==> config.mk <==
export PLATFORM = sky130hd
export DESIGN_NAME = pipelined_csel_adder
export DESIGN_NICKNAME = d
export VERILOG_FILES = /design/src/rtl/pipelined_csel_adder.sv
export SDC_FILE = /design/constraint.sdc
export NUM_CORES = 1
export LEC_CHECK = 0
export BUFFER_PORTS_ARGS = -buffer_cell sky130_fd_sc_hd__buf_2
export CAP_MARGIN = 10
export CORE_MARGIN = 8
export CORE_UTILIZATION = 60
export CTS_BUF_LIST = sky130_fd_sc_hd__clkbuf_2
export CTS_CLUSTER_SIZE = 30
export DETAILED_ROUTE_END_ITERATION = 7
export GPL_TIMING_DRIVEN = 0
export PLACE_DENSITY_LB_ADDON = 0.15
export SLEW_MARGIN = 30
export SYNTH_ARGS = -nofsm -noshare
export SYNTH_HDL_FRONTEND = slang
export SYNTH_SLANG_ARGS = --single-unit
export TNS_END_PERCENT = 50
==> constraint.sdc <==
create_clock -name clk -period 4.8 [get_ports clk]
set_input_delay 0.72 -clock clk [delete_from_list [all_inputs] [get_ports clk]]
set_output_delay 0.72 -clock clk [all_outputs]
set_load 0.05 [all_outputs]
==> src/rtl/pipelined_csel_adder.sv <==
// Pipelined carry-select adder/subtractor: one BLOCK-bit carry-select slice per stage,
// a global advance enable for backpressure, and registered sum/carry/overflow outputs.
module pipelined_csel_adder #(
   parameter int WIDTH = 16,
   parameter int BLOCK = 4
) (
   input  logic             clk,
   input  logic             reset_n,
   input  logic             i_in_valid,
   output logic             o_in_ready,
   input  logic [WIDTH-1:0] i_a,
   input  logic [WIDTH-1:0] i_b,
   input  logic             i_cin,
   input  logic             i_sub,
   output logic             o_out_valid,
   input  logic             i_out_ready,
   output logic [WIDTH-1:0] o_out_sum,
   output logic             o_out_cout,
   output logic             o_out_ovf
);

   localparam int NBLK = (BLOCK >= 1) ? (WIDTH / BLOCK) : 1;

   if (BLOCK < 1) begin : g_bad_block
      $error("pipelined_csel_adder: BLOCK must be >= 1");
   end else if (WIDTH % BLOCK != 0) begin : g_bad_split
      $error("pipelined_csel_adder: WIDTH must be a multiple of BLOCK");
   end

   // Node s feeds stage s; node 0 is the conditioned input, node s+1 is stage s's register.
   logic             w_v    [NBLK+1];
   logic             w_c    [NBLK+1];
   logic [WIDTH-1:0] w_sum  [NBLK+1];
   logic             w_amsb [NBLK+1];
   logic             w_bmsb [NBLK+1];
   logic [WIDTH-1:0] w_a    [NBLK];
   logic [WIDTH-1:0] w_b    [NBLK];

   logic [WIDTH-1:0] w_b_eff;
   logic             w_adv;

   assign w_b_eff   = i_sub ? ~i_b : i_b;
   assign w_v[0]    = i_in_valid;
   assign w_c[0]    = i_sub ? ~i_cin : i_cin;
   assign w_sum[0]  = '0;
   assign w_a[0]    = i_a;
   assign w_b[0]    = w_b_eff;
   assign w_amsb[0] = i_a[WIDTH-1];
   assign w_bmsb[0] = w_b_eff[WIDTH-1];

   assign w_adv      = !o_out_valid || i_out_ready;
   assign o_in_ready = w_adv;

   for (genvar s = 0; s < NBLK; s++) begin : g_stg
      logic             r_v;
      logic             r_c;
      logic             r_amsb;
      logic             r_bmsb;
      logic [WIDTH-1:0] r_sum;
      logic [BLOCK:0]   w_sum0;
      logic [BLOCK:0]   w_sum1;
      logic [BLOCK:0]   w_sel;

      assign w_sum0 = {1'b0, w_a[s][s*BLOCK +: BLOCK]} + {1'b0, w_b[s][s*BLOCK +: BLOCK]};
      assign w_sum1 = {1'b0, w_a[s][s*BLOCK +: BLOCK]} + {1'b0, w_b[s][s*BLOCK +: BLOCK]}
                    + (BLOCK+1)'(1);
      assign w_sel  = w_c[s] ? w_sum1 : w_sum0;

      always_ff @(posedge clk or negedge reset_n) begin
         if (!reset_n) begin
            r_v    <= 1'b0;
            r_c    <= 1'b0;
            r_amsb <= 1'b0;
            r_bmsb <= 1'b0;
            r_sum  <= '0;
         end else if (w_adv) begin
            r_v    <= w_v[s];
            r_c    <= w_sel[BLOCK];
            r_amsb <= w_amsb[s];
            r_bmsb <= w_bmsb[s];
            r_sum  <= w_sum[s];
            r_sum[s*BLOCK +: BLOCK] <= w_sel[BLOCK-1:0];
         end
      end

      assign w_v[s+1]    = r_v;
      assign w_c[s+1]    = r_c;
      assign w_sum[s+1]  = r_sum;
      assign w_amsb[s+1] = r_amsb;
      assign w_bmsb[s+1] = r_bmsb;

      // Operands only travel on while some block is still unresolved.
      if (s < NBLK-1) begin : g_opnd
         logic [WIDTH-1:0] r_a;
         logic [WIDTH-1:0] r_b;

         always_ff @(posedge clk or negedge reset_n) begin
            if (!reset_n) begin
               r_a <= '0;
               r_b <= '0;
            end else if (w_adv) begin
               r_a <= w_a[s];
               r_b <= w_b[s];
            end
         end

         assign w_a[s+1] = r_a;
         assign w_b[s+1] = r_b;
      end
   end

   assign o_out_valid = w_v[NBLK];
   assign o_out_sum   = w_sum[NBLK];
   assign o_out_cout  = w_c[NBLK];
   assign o_out_ovf   = (w_amsb[NBLK] == w_bmsb[NBLK]) && (o_out_sum[WIDTH-1] != w_amsb[NBLK]);

endmodule

==> flow_summary.yaml <==
outcome:
  result_of_the_run: "complete, no violations"
logic_synthesis:
  yosys.area_share.xor_xnor_pct: 4.927
  yosysSeqAreaShare_pct: 53.35
  number_of_enable_type_register_cells_in_the_synthesized_netlist: 0
  synthesis.instances: 510
  synth_compound_area_share_pct: 7.267
  synthDominantAreaCellType: "sky130_fd_sc_hd__dfrtp_1"
  cell_area_after_technology_mapping_um2: 4597
  synth_warnings: 0
  synth-simple-area-share_pct: 23.98
  synth_top_area_share_pct: 53.35
  ys.flop_type: "sky130_fd_sc_hd__dfrtp_1"
  synth_mux_area_share_pct: 0.8710
  flops_latches_synth: 98
  count_of_different_cell_masters_after_synthesis: 36
  syn_nets: 572
  synth_top_family_by_area: "simple AND/OR/NAND/NOR gates"
  synth.avg_cell_area_um2: 9.014
  synthArstFlopShare_pct: 100.0
  yosys.area_share.adder_pct: 7.186
  synth.area.top_cells: "sky130_fd_sc_hd__dfrtp_1 (53%), sky130_fd_sc_hd__nand2_1 (19%), sky130_fd_sc_hd__ha_1 (5.4%)"
clock_tree:
  clock_insertion_delay_worst_skew_ns: 0.55
  cts.clk_slew.worst_paths_ns: 0.28
  cts_num_sinks: 98
  cts.root.buffer_cell: "sky130_fd_sc_hd__clkbuf_2"
  cts_setup_buffers: 0
  cts.path.max_buffers: 2
  tritoncts.num_buffers: 9
  tritoncts: "done"
  cts_max_level: 3
worst_setup_path:
  critPathRequiredTime_ns: 4.08
  regToRegStartpoint: "g_stg[2].g_opnd.r_a[12]"
  timing_worst_setup_path_type: "reg -> out"
  timing.critical_path.arrival_ns: 2.30
  worstSetupStartpointType: "flop"
  crit_fanout: 10
  cp-end-kind: "output port"
  reg2reg_to: "o_out_cout"
  reg2reg_depth: 7
  setup.reg_to_reg.worst_slack_ns: 2.40
layout:
  antenna_cells_inserted: 0
  drive_above_1_share_pct: 13.87
  layout_common_cells: "sky130_fd_sc_hd__nand2_1 (232), sky130_fd_sc_hd__dfrtp_1 (98), sky130_fd_sc_hd__buf_2 (60), sky130_fd_sc_hd__o21ai_0 (27), sky130_fd_sc_hd__ha_1 (20)"
  postLayoutCellArea_um2: 5171
  filler_cell_count: 618
  area_growth_syn_to_layout_pct: 12.49
  nets: 641
  mostFrequentLayoutCell: "sky130_fd_sc_hd__nand2_1"
sta:
  max_freq_mhz: 331.6
  timing.final.crit_share_pct: 62.83
  timing.final.crit_period_ns: 3.016
  setup_repair_after_global_routing_missed_its_margin: "no"
  timing.max_slew.rel_slack_pct: 59.28
  total_negative_setup_slack_ns: 0
  hold_violations: 0
  slew_violations: 0
  tightestPinTransition_ns: 0.6108
  finalSetupViolations: 0
  fin_skew_ns: 0.03554
routing:
  count_of_tritonroute_iterations_in_the_first_routing_pass: 4
  antenna_violating_nets_post_route: 0
  routed_wl_mm: 9.585
  drt-vias-per-instance: 5.106
  drt_drc_violations_left: 0
  num_vias: 3503
  drt_iter0_drc: 185
  detail_route.wl_per_cell_um: 13.97
min_path:
  timing.hold.worst.class: "in -> reg"
  timing.hold.worst_endpoint: "g_stg[0].g_opnd.r_a[12]"
  whs_path_depth: 3
  worst_hold_startpoint: "i_a[12]"
floorplan:
  die_x_um: 103.5
  design.portCount: 58
  design.die.area_um2: 10720
  fp-row-count: 32
  die_height_um: 103.5
  initial_utilization_pct: 60.75
  placeableCoreArea_um2: 7567
place:
  place_congestion: 0.7999
  io_buffer_count: 56
  post_dp_cell_area_um2: 5039
  detailed_place_hpwl_mm: 7.123
pwr:
  pwr-share-comb_pct: 47.2
  power.density_nw_per_um2: 668.1
  swShare_pct: 45.43
  seq_power_share_pct: 40.9
  vdd_drop_max_uv: 260.6
  clkPwrFrac_pct: 11.9
  p_int_mw: 1.886
  static-leakage-power_nw: 2.660
  power.net_switching_mw: 1.570
grt:
  pin_count_of_the_biggest_net_entering_global_routing: 58
  global_route_wire_length_before_repair_mm: 16.07
  antenna_found_initial: 0
  total_global_routing_track_utilization_pct: 18.33
  first_global_vias: 3389
  overflow: 0
job:
  maxCapViolations: 0
worst max-delay path by stage:
stage	from	to	slack [ns]	cells past startpoint
2_1_floorplan	i_sub	g_stg[0].r_sum[3]	2.06	8
3_3_place_gp	i_sub	g_stg[0].r_sum[3]	1.95	8
3_5_place_dp	i_sub	g_stg[0].r_sum[3]	1.88	8
4_1_cts	o_out_valid	o_in_ready	1.74	4
5_1_grt	o_out_valid	o_in_ready	1.59	4
6_report	o_out_valid	o_in_ready	1.78	4
final cells by class:
cell class / count / area [µm²] / area share, %
buffer: 23 / 96.34 / 1.863
multi-input combinational: 385 / 2033 / 39.32
tap: 102 / 127.6 / 2.468
sequential: 98 / 2452 / 47.42
clock inverter: 6 / 72.57 / 1.403
timing repair buffer: 58 / 324.1 / 6.267
inverter: 4 / 15.01 / 0.2903
clock buffer: 10 / 50.05 / 0.9678
cells by family after synthesis:
family          Yosys count
mux                       4
compound gates           59
xor+xnor                 25
simple gates            273
fa+ha+maj                24
buf+inv                  27
flops                    98
stage by stage:
| step | instances | power (mW) | worst slack, ns | util [%] | hold slack, ns |
|---|---|---|---|---|---|
| floorplan | 510 | 2.632 | 2.060 | - | 0.4244 |
| global placement | 668 | 2.982 | 1.954 | 66.14 | 0.4439 |
| detailed placement | 669 | 3.068 | 1.877 | 66.58 | 0.4451 |
| CTS | 685 | 3.473 | 1.742 | 68.20 | 0.003806 |
| global route | 686 | 3.730 | 1.590 | 68.34 | 0.2863 |
| finish | 686 | 3.455 | 1.784 | 68.34 | 0.3265 |
registers in the layout, summed over array words and instances, names as in the netlist:
register,cells
g_stg.r_sum,24
g_stg.g_opnd.r_a,21
g_stg.g_opnd.r_b,21
o_out_sum,16
g_stg.r_amsb,4
g_stg.r_bmsb,4
g_stg.r_c,3
g_stg.r_v,3
o_out_cout,1
o_out_valid,1
worst max-delay path, cell delays in order, from the launching register on:
cell and delay [ns]:
sky130_fd_sc_hd__dfrtp_1 0.40, sky130_fd_sc_hd__nor2b_1 0.27, sky130_fd_sc_hd__clkinv_1 0.38, sky130_fd_sc_hd__clkbuf_1 0.40, sky130_fd_sc_hd__buf_2 0.32
synth_stat cells (3+ instances only):
cell type / instances
sky130_fd_sc_hd__a21o_1: 3
sky130_fd_sc_hd__a21oi_1: 18
sky130_fd_sc_hd__and3_1: 6
sky130_fd_sc_hd__buf_1: 3
sky130_fd_sc_hd__buf_2: 5
sky130_fd_sc_hd__clkbuf_1: 14
sky130_fd_sc_hd__dfrtp_1: 98
sky130_fd_sc_hd__fa_1: 4
sky130_fd_sc_hd__ha_1: 20
sky130_fd_sc_hd__inv_1: 3
sky130_fd_sc_hd__mux2i_1: 4
sky130_fd_sc_hd__nand2_1: 232
sky130_fd_sc_hd__nand3_1: 8
sky130_fd_sc_hd__nand3b_1: 3
sky130_fd_sc_hd__nor2_1: 5
sky130_fd_sc_hd__nor3_1: 6
sky130_fd_sc_hd__nor4_1: 3
sky130_fd_sc_hd__o21ai_0: 27
sky130_fd_sc_hd__o31a_1: 3
sky130_fd_sc_hd__o31ai_1: 4
sky130_fd_sc_hd__or2_1: 3
sky130_fd_sc_hd__xnor2_1: 19
sky130_fd_sc_hd__xor2_1: 5
routing by layer:
| metal | global-route usage, % | wire length (µm) | vias up |
|---|---|---|---|
| li1 | - | - | 1787 |
| met1 | 24.73 | 4594 | 1630 |
| met2 | 28.32 | 4395 | 77 |
| met3 | 4.089 | 487 | 9 |
| met4 | 6.611 | 107 | 0 |
| met5 | 0 | 0 | - |
power by group through the flow:
stage / sequential, mW / combinational [mW] / clock [mW]
after global routing: 1.46 / 1.82 / 0.452
after detailed placement: 1.44 / 1.63 / 0
after global placement: 1.42 / 1.56 / 0
final: 1.41 / 1.63 / 0.411
after CTS: 1.41 / 1.64 / 0.421
after floorplan: 1.64 / 0.993 / 0
what timing repair did:
action	in CTS	in global routing
hold buffers	0	1
endpoints found under the hold margin	0	22
gates resized for setup	0	0
setup endpoints to repair	0	0
No activity file was read; power rests on OpenSTA's default activity.
